==> config.mk <==
export PLATFORM = sky130hd
export DESIGN_NAME = ex_flow_ctrl
export DESIGN_NICKNAME = d
export VERILOG_FILES = /design/src/rtl/ex_flow_ctrl_pkg.sv /design/src/rtl/md_timer.sv /design/src/rtl/ex_flow_ctrl.sv
export SDC_FILE = /design/constraint.sdc
export NUM_CORES = 1
export LEC_CHECK = 0
export ABC_AREA = 1
export BUFFER_PORTS_ARGS = -buffer_cell sky130_fd_sc_hd__buf_2
export CORE_AREA = 2 2 39 41
export CTS_CLUSTER_SIZE = 16
export DETAILED_ROUTE_END_ITERATION = 10
export DIE_AREA = 0 0 41 43
export PLACE_DENSITY_LB_ADDON = 0.12
export SLEW_MARGIN = 5
export SYNTH_ARGS = -nofsm -noshare
export SYNTH_HDL_FRONTEND = slang
export SYNTH_SLANG_ARGS = --single-unit
==> constraint.sdc <==
create_clock -name clk -period 1.33 [get_ports clk]
set_input_delay 0.0665 -clock clk [delete_from_list [all_inputs] [get_ports clk]]
set_output_delay 0.0665 -clock clk [all_outputs]
set_load 0.02 [all_outputs]
==> src/rtl/ex_flow_ctrl_pkg.sv <==
// Shared encodings, latencies and state type for the E-stage mul/div flow control.
package ex_flow_ctrl_pkg;

    localparam logic [1:0] MDOP_MULT  = 2'b00;
    localparam logic [1:0] MDOP_MULTU = 2'b01;
    localparam logic [1:0] MDOP_DIV   = 2'b10;
    localparam logic [1:0] MDOP_DIVU  = 2'b11;

    localparam logic [3:0] MULT_LAT = 4'd5;
    localparam logic [3:0] DIV_LAT  = 4'd10;

    typedef enum logic {
        IDLE = 1'b0,
        BUSY = 1'b1
    } md_state_e;

    function automatic logic [3:0] md_latency(input logic [1:0] mdop);
        logic [3:0] lat;
        case (mdop)
            MDOP_MULT, MDOP_MULTU: lat = MULT_LAT;
            MDOP_DIV, MDOP_DIVU:   lat = DIV_LAT;
            default:               lat = MULT_LAT;
        endcase
        return lat;
    endfunction

endpackage

==> src/rtl/md_timer.sv <==
// Mul/div busy timer: loads a latency on launch, counts down, flags the last busy cycle.
module md_timer
    import ex_flow_ctrl_pkg::*;
(
    input  logic       clk,
    input  logic       reset,
    input  logic       load,
    input  logic [3:0] lat,
    output logic       busy,
    output logic       done,
    output logic [3:0] cnt
);

    md_state_e  state_q, state_d;
    logic [3:0] cnt_q, cnt_d;

    assign busy = (state_q == BUSY);
    assign done = busy && (cnt_q == 4'd1);
    assign cnt  = cnt_q;

    always_comb begin
        state_d = state_q;
        cnt_d   = cnt_q;
        if (load) begin
            // A launch in the done cycle reloads without passing through IDLE.
            state_d = BUSY;
            cnt_d   = lat;
        end else if (state_q == BUSY) begin
            if (cnt_q <= 4'd1) begin
                state_d = IDLE;
                cnt_d   = 4'd0;
            end else begin
                cnt_d = cnt_q - 4'd1;
            end
        end
    end

    always_ff @(posedge clk or negedge reset) begin
        if (!reset) begin
            state_q <= IDLE;
            cnt_q   <= 4'd0;
        end else begin
            state_q <= state_d;
            cnt_q   <= cnt_d;
        end
    end

endmodule

==> src/rtl/ex_flow_ctrl.sv <==
// E-stage handshake with mul/div launch control and HI/LO hazard stalling.
module ex_flow_ctrl
    import ex_flow_ctrl_pkg::*;
(
    input  logic       clk,
    input  logic       reset,
    input  logic       respon,
    input  logic       E_valid,
    input  logic       startE,
    input  logic       HIReadE,
    input  logic       HIWriteE,
    input  logic [1:0] MDopE,
    input  logic       M_allowin,
    output logic       E_allowin,
    output logic       E_to_M_valid,
    output logic       md_start,
    output logic       md_busy,
    output logic       md_done,
    output logic [3:0] md_cnt
);

    logic launched_q, launched_d;
    logic launch;
    logic stall;
    logic E_ready_go;

    assign launch = E_valid && startE && !respon && !launched_q && (!md_busy || md_done);
    assign md_start = launch;

    // Once this E instruction has launched, the busy unit is its own work, not a hazard.
    assign stall = E_valid && md_busy && !md_done && !launched_q
                   && (startE || HIReadE || HIWriteE);

    assign E_ready_go   = !stall;
    assign E_allowin    = !E_valid || (E_ready_go && M_allowin);
    assign E_to_M_valid = E_valid && E_ready_go && !respon;

    // Flag lives while the launching instruction remains in E, preventing a relaunch.
    assign launched_d = (E_allowin || respon) ? 1'b0 : (launched_q || launch);

    always_ff @(posedge clk or negedge reset) begin
        if (!reset) begin
            launched_q <= 1'b0;
        end else begin
            launched_q <= launched_d;
        end
    end

    md_timer u_md_timer (
        .clk   (clk),
        .reset (reset),
        .load  (launch),
        .lat   (md_latency(MDopE)),
        .busy  (md_busy),
        .done  (md_done),
        .cnt   (md_cnt)
    );

endmodule

==> metrics.log, run 1 <==
[metrics] run status: finished, violations left
[metrics] violations in the final reports: setup timing
[metrics] CP required: 1.26 ns
[metrics] core area: 1380 um^2
[metrics] share of total power in the clock network: 10.1%
[metrics] register bit count reported by yosys: 6
[metrics] HPWL reported at the end of detailed placement: 850 um
[metrics] synth unique cells: 16
[metrics] Die X-Extent: 41 um
[metrics] via count of the routed design: 508
[metrics] sequential area share after synthesis: 30.2%
[metrics] maximum net fanout on the critical path: 3
[metrics] share of post-route cells with drive strength above 1: 52.9%
[metrics] TritonCTS Sinks: 6
[metrics] Leakage: 0.449 nW
[metrics] post-route clock period utilization: 104%
[metrics] area fraction in and, or, nand and nor cells after synthesis: 45.6%
[metrics] Placement Rows: 14
[metrics] Root Buffer Master: clkbuf_4
[metrics] proportion of synthesized area in mux cells: 0%
[metrics] wire per inst: 9.43 um
[metrics] worst slew pin tran: 0.259 ns
[metrics] library cell occupying the most area in the post-synthesis netlist: dfrtp_1
[metrics] setup total negative slack: -0.123 ns
[metrics] Routed Wire Length: 1130 um
[metrics] TritonCTS clock tree: yes
[metrics] First DRT Iteration DRCs: 9
[metrics] global-route wire length before repair: 1730 um
[metrics] Compound-Gate Fraction of Synth Area: 6.55%
[metrics] share of synthesized cell area in full adder, half adder and majority cells: 5.04%
[metrics] H-tree levels: 1
[metrics] top-area cell type share of the netlist area: 30.2%
[metrics] maximum ir drop on the vdd rail: 1190 uV
[metrics] least setup slack across all paths after layout: -0.0597 ns
[metrics] fill count: 142
[metrics] core occupancy in the finished layout: 57.5%
[metrics] switching share of power: 46.9%
[metrics] Inserted Diodes: 0
[metrics] final-stage net count: 117
[metrics] total setup violations reported at the end of the flow: 3
[metrics] fraction of synthesized cell area in xor and xnor cells: 0%
[metrics] global route overflow: 0
[metrics] Power Internal: 0.912 mW
[metrics] Reg2Reg Setup Slack: 0 ns
[metrics] WHS: 0.172 ns
[metrics] global router's overall resource usage: 15.1%
[metrics] die area: 1760 um^2
[metrics] total standard cell area after synthesis: 497 um^2
[metrics] effective utilization at floorplan: 35.9%
[metrics] overall die height: 43 um
[metrics] arrival time of the worst setup path: 1.32 ns
[metrics] maximum operating frequency: 720 MHz
[metrics] largest cells by area after synthesis: dfrtp_1 (30%), nand2_1 (11%), inv_1 (9.1%), nand3_1 (8.1%), nand2_2 (7.6%)
[metrics] Worst Setup End Kind: primary output
[metrics] share of total power in combinational logic: 69.0%
[metrics] initial antenna violation count: 0
[metrics] clock-pin slew reported for the worst setup and hold paths after clock tree synthesis: 0.05 ns
[metrics] max-capacitance violation count: 0
[metrics] commonest non-fill, non-tap cells in the layout: nand2_1 (15), buf_2 (13), buf_4 (11), inv_1 (10), nand3_1 (7)
[metrics] main combinational cell family by area after synthesis: simple AND/OR/NAND/NOR gates
[metrics] path type of the worst setup path: flip-flop to primary output
[metrics] count of mapped cells out of synthesis: 72
[metrics] count of buffers inserted at the top-level ports: 17
[metrics] type of the worst min-delay path: input pin to asynchronous set/reset pin
[metrics] mean number of vias per cell: 4.23
[metrics] synthesized net count: 84
[metrics] unrepaired setup endpoints after global routing: yes
[metrics] fraction of power consumed by sequential logic: 20.9%
[metrics] time the final worst path needs with I/O delays and setup: 1.39 ns
[metrics] switching component of the power: 0.807 mW
[metrics] Cell Count, Final, Fillers Out: 120
[metrics] worst skew pair latency: 0.24 ns
[metrics] global placer's final weighted congestion: 0.763
[metrics] Post-Syn Area per Cell: 6.90 um^2
[metrics] total power per unit cell area: 2160 nW/um^2
[metrics] final hold violation count: 0
[metrics] router iterations before antenna repair: 4
[metrics] growth of design area from synthesis to finish: 60.2%
[metrics] Inserted Clock Buffers: 3
[metrics] Worst slew margin: 82.7%
[metrics] maximum number of pins on one net before global-route repair: 7
[metrics] DP Cell Count: 109
[metrics] Synthesis Warnings: 0
[metrics] io pins: 19
[metrics] remaining antenna violation count after routing: 0
[metrics] number of global-route vias before repair: 458
[metrics] critical path startpoint category: flip-flop
[metrics] detailed-route DRC error count: 0
[metrics] total count of max-transition violations in the final report: 0
[metrics] commonest non-fill, non-tap cell in the layout: nand2_1
[metrics] buffer levels on the longest clock path: 2
[metrics] worst-case clock skew: 0.00379 ns
## sequential cells by signal, summed over array words and instances (netlist names)
register and count:
u_md_timer.busy 1, launched_q 1, u_md_timer.cnt 4
## final timing paths
path                              startpoint           endpoint  cells past startpoint
hold / removal                         reset  u_md_timer.cnt[1]                      2
setup reg to reg           u_md_timer.cnt[0]  u_md_timer.cnt[1]                      7
hold reg to reg                   launched_q         launched_q                      2
min in group clk                   M_allowin         launched_q                      4
max in group asynchronous              reset  u_md_timer.cnt[0]                      2
setup / recovery           u_md_timer.cnt[1]          E_allowin                      7
## area by class of cell
| type | count | area (um^2) | share of cell area (%) |
|---|---|---|---|
| Sequential cell | 6 | 151 | 19.0 |
| Multi-Input combinational cell | 50 | 344 | 43.2 |
| Clock buffer | 4 | 26.3 | 3.30 |
| Tap cell | 16 | 20.0 | 2.52 |
| Timing Repair Buffer | 28 | 191 | 24.1 |
| Inverter | 16 | 62.6 | 7.86 |
## worst max-delay path, cell delays in order (launching register included)
cell     delay, ns
dfrtp_1       0.38
inv_2         0.10
ha_4          0.15
nand2_4       0.06
nand2_4       0.09
nor2_4        0.05
o21ai_2       0.12
buf_6         0.13
## power by group through the flow
stage          Clock, mW  Combinational (mW)  Sequential, mW
2_1_floorplan          0               0.532           0.425
3_3_place_gp           0               0.904           0.345
6_report           0.174                1.19           0.359
4_1_cts            0.185                1.02           0.351
5_1_grt            0.200                1.31           0.373
3_5_place_dp           0               0.911           0.345
## metrics by stage
| step | worst slack [ns] | instance area [um^2] | total power [mW] |
|---|---|---|---|
| 2_1_floorplan | 0.0199 | 502 | 0.957 |
| 3_3_place_gp | 0.00166 | 637 | 1.25 |
| 3_5_place_dp | -0.00728 | 637 | 1.26 |
| 4_1_cts | -0.108 | 728 | 1.55 |
| 5_1_grt | -0.139 | 796 | 1.89 |
| 6_report | -0.0597 | 796 | 1.72 |
## synthesized netlist by cell type
cell type	number
nand2_1	15
inv_4	1
o21bai_1	1
nand2_4	2
ha_1	2
inv_1	12
nor2_1	7
nor2_4	1
nor2_8	1
o21ai_1	3
o21ai_0	2
inv_2	3
nand2_2	6
nand3_1	8
nor2_2	2
dfrtp_1	6
## cells by family after synthesis
group	Yosys count
flip-flops	6
adder cells (fa/ha/maj)	2
AO/OA/AOI/OAI	6
AND/OR/NAND/NOR	42
buffers and inverters	16
## timing repair
item	in CTS	in global routing
setup endpoints to repair	7	9
gates resized for setup	11	10
hold buffers	1	0
hold endpoints to repair	6	0
pin swaps	2	2
buffers inserted	2	4
## layer usage
layer  GRT usage (%)  share of wire [%]  vias to the layer above
li1                -                  -                      279
met1            21.7                 47                      223
met2            19.7                 51                        6
met3            3.14                1.9                        0
met4            10.0                  0                        0
met5               0                  0                        -
(Power assumes the default switching activity.)
==> inputs of run 2 (changes only) <==
==> constraint.sdc (replaced) <==
create_clock -name clk -period 1.33 [get_ports clk]
set_input_delay 0.1995 -clock clk [delete_from_list [all_inputs] [get_ports clk]]
set_output_delay 0.1995 -clock clk [all_outputs]
set_load 0.02 [all_outputs]
==> metrics.log, run 2 (synthesis results as in run 1) <==
[metrics] commonest non-fill, non-tap cell in the layout: nand2_1
[metrics] Leakage: 0.455 nW (+1.3%)
[metrics] global-route wire length before repair: 1770 um (+2.0%)
[metrics] maximum number of pins on one net before global-route repair: 7 (unchanged)
[metrics] path type of the worst setup path: flip-flop to primary output
[metrics] critical path startpoint category: flip-flop
[metrics] Root Buffer Master: clkbuf_4
[metrics] mean number of vias per cell: 4.29 (+1.3%)
[metrics] fraction of power consumed by sequential logic: 18.4% (-2.5 points)
[metrics] crit-path cells: inv_2 > ha_4 > nand2_4 > nand2_4 > nor2_4 > o21ai_2 > buf_6
[metrics] cell area after placement: 673 um^2 (+5.7%)
[metrics] arrival time of the worst setup path: 1.31 ns (about the same)
[metrics] core area: 1380 um^2 (unchanged)
[metrics] Power Internal: 0.933 mW (+2.2%)
[metrics] type of the worst min-delay path: input pin to flip-flop
[metrics] least setup slack across all paths after layout: -0.182 ns (-0.122 ns)
[metrics] router iterations before antenna repair: 4 (unchanged)
[metrics] maximum ir drop on the vdd rail: 1150 uV (-3.7%)
[metrics] CP Buf/Inv Count: 2 (unchanged)
[metrics] CP delay by family, top: flip-flops
[metrics] effective utilization at floorplan: 35.9% (unchanged)
[metrics] slowest cell on the critical path: dfrtp_2
[metrics] count of buffers inserted at the top-level ports: 17 (unchanged)
[metrics] Reg2Reg Setup Slack: -0.05 ns (-0.05 ns)
[metrics] met2 global-route usage: 21.9% (+2.2 points)
[metrics] total power per unit cell area: 2160 nW/um^2 (about the same)
[metrics] run status: finished, violations left
[metrics] Routed Wire Length: 1160 um (+2.6%)
[metrics] final-stage net count: 119 (+1.7%)
[metrics] Inserted Clock Buffers: 3 (unchanged)
[metrics] Inserted Diodes: 0 (unchanged)
[metrics] Worst Setup End Kind: primary output
[metrics] cell repeated most along the worst path: nand2_4
[metrics] Die X-Extent: 41 um (unchanged)
[metrics] commonest non-fill, non-tap cells in the layout: nand2_1 (15), buf_2 (13), buf_4 (12), inv_1 (10), nand3_1 (8)
[metrics] max FFs per register: 4 (unchanged)
[metrics] overall die height: 43 um (unchanged)
[metrics] H-tree levels: 1 (unchanged)
[metrics] wire per inst: 9.59 um (+1.7%)
[metrics] time the final worst path needs with I/O delays and setup: 1.51 ns (+0.122 ns)
[metrics] total count of max-transition violations in the final report: 0 (unchanged)
[metrics] violations in the final reports: setup timing
[metrics] maximum operating frequency: 661 MHz (-8.1%)
[metrics] Max stage delay on crit path: 0.40 ns (+0.02 ns)
[metrics] met1 demand-to-capacity share in global routing: 19.3% (-2.5 points)
[metrics] switching share of power: 46.3% (-0.63 points)
[metrics] unrepaired setup endpoints after global routing: yes
[metrics] growth of design area from synthesis to finish: 61.7%
[metrics] buffer levels on the longest clock path: 2 (unchanged)
[metrics] number of global-route vias before repair: 438 (-4.4%)
[metrics] worst slew pin tran: 0.310 ns (+0.0506 ns)
[metrics] remaining antenna violation count after routing: 0 (unchanged)
[metrics] global router's overall resource usage: 14.8% (-0.31 points)
[metrics] global placer's final weighted congestion: 0.734 (-3.8%)
[metrics] Cell Count, Final, Fillers Out: 121 (+0.83%)
[metrics] switching component of the power: 0.805 mW (-0.31%)
[metrics] HPWL reported at the end of detailed placement: 893 um (+5.0%)
[metrics] total setup violations reported at the end of the flow: 7 (+4)
[metrics] First DRT Iteration DRCs: 11 (+2)
[metrics] Final Cell Area: 803 um^2 (+0.94%)
[metrics] share of total power in combinational logic: 71.0% (+2.0 points)
[metrics] detailed-route DRC error count: 0 (unchanged)
[metrics] post-route clock period utilization: 114% (+9.2 points)
[metrics] final hold violation count: 0 (unchanged)
[metrics] TritonCTS Sinks: 6 (unchanged)
[metrics] initial antenna violation count: 0 (unchanged)
[metrics] worst skew pair latency: 0.25 ns (about the same)
[metrics] global routing's busiest layer: met2
[metrics] CP required: 1.13 ns (-0.13 ns)
[metrics] via count of the routed design: 519 (+2.2%)
[metrics] die area: 1760 um^2 (unchanged)
[metrics] share of post-route cells with drive strength above 1: 54.3% (+1.4 points)
[metrics] Worst slew margin: 79.2% (-3.5 points)
[metrics] share of total power in the clock network: 10.6% (+0.5 points)
[metrics] worst-case clock skew: 0.00429 ns (+0.000497 ns)
[metrics] maximum net fanout on the critical path: 3 (unchanged)
[metrics] max-capacitance violation count: 0 (unchanged)
[metrics] met3 usage: 6.28% (+3.1 points)
[metrics] clock-pin slew reported for the worst setup and hold paths after clock tree synthesis: 0.05 ns (about the same)
[metrics] global route overflow: 0 (unchanged)
[metrics] TritonCTS clock tree: yes
[metrics] io pins: 19 (unchanged)
[metrics] Placement Rows: 14 (unchanged)
[metrics] DP Cell Count: 113 (+3.7%)
[run 2: changes by cell type in the layout (fill, tap and decap cells not counted), sizes merged]
cell    change
buf         +2
clkbuf      -1
[run 2: worst paths after layout]
check | endpoint | start | depth (start not counted)
min | launched_q | M_allowin | 4
max | E_allowin | u_md_timer.cnt[1] | 7
max reg2reg | u_md_timer.cnt[3] | u_md_timer.cnt[1] | 11
min in group asynchronous | u_md_timer.busy | reset | 2
max in group asynchronous | u_md_timer.cnt[0] | reset | 2
min reg2reg | launched_q | launched_q | 2
[run 2: through the flow]
step                hold slack (ns)  power (mW)  setup TNS (ns)  util, %  setup WS [ns]
finish                        0.278        1.74          -0.704     58.0         -0.182
global route                  0.304        1.90           -1.40     58.0         -0.238
CTS                           0.282        1.68          -0.822     56.3         -0.200
detailed placement           0.0389        1.34         -0.0369     48.6        -0.0365
global placement             0.0363        1.33         -0.0185     48.6        -0.0185
floorplan                   -0.0961       0.968         -0.0238        -        -0.0238
[run 2: layout make-up]
cell class                 count  area [um^2]
multi-input combinational     50          333
fill                         130          581
clock buffer                   3         22.5
timing repair buffer          30          210
sequential                     6          153
tap                           16         20.0
inverter                      16         65.1
[run 2: power groups by stage]
stage	logic (mW)	registers, mW	clock network, mW
floorplan	0.538	0.431	0
global placement	1.02	0.315	0
detailed placement	1.02	0.317	0
CTS	1.17	0.319	0.190
global route	1.37	0.327	0.201
finish	1.23	0.319	0.184
[run 2: layer usage]
layer  vias up  wire, um
met5         -         0
li1        284         -
met3         0        66
met2        11       538
met4         0         0
met1       224       556
[run 2: worst reg2reg max path: stages (launching register included)]
cell and delay (ns):
dfrtp_2 0.40, inv_2 0.07, ha_4 0.14, nand2_4 0.06, nand2_4 0.09, buf_4 0.11
buf_4 0.10, nand3_1 0.10, nand2_2 0.08, inv_2 0.03, nand2_2 0.05, nand2_2 0.04
[run 2: what timing repair did]
action	4_1_cts	5_1_grt
hold endpoints to repair	6	0
pin swaps	4	1
setup buffers	4	0
gates resized for setup	12	6
endpoints found under the setup margin	5	9
hold buffers	1	0
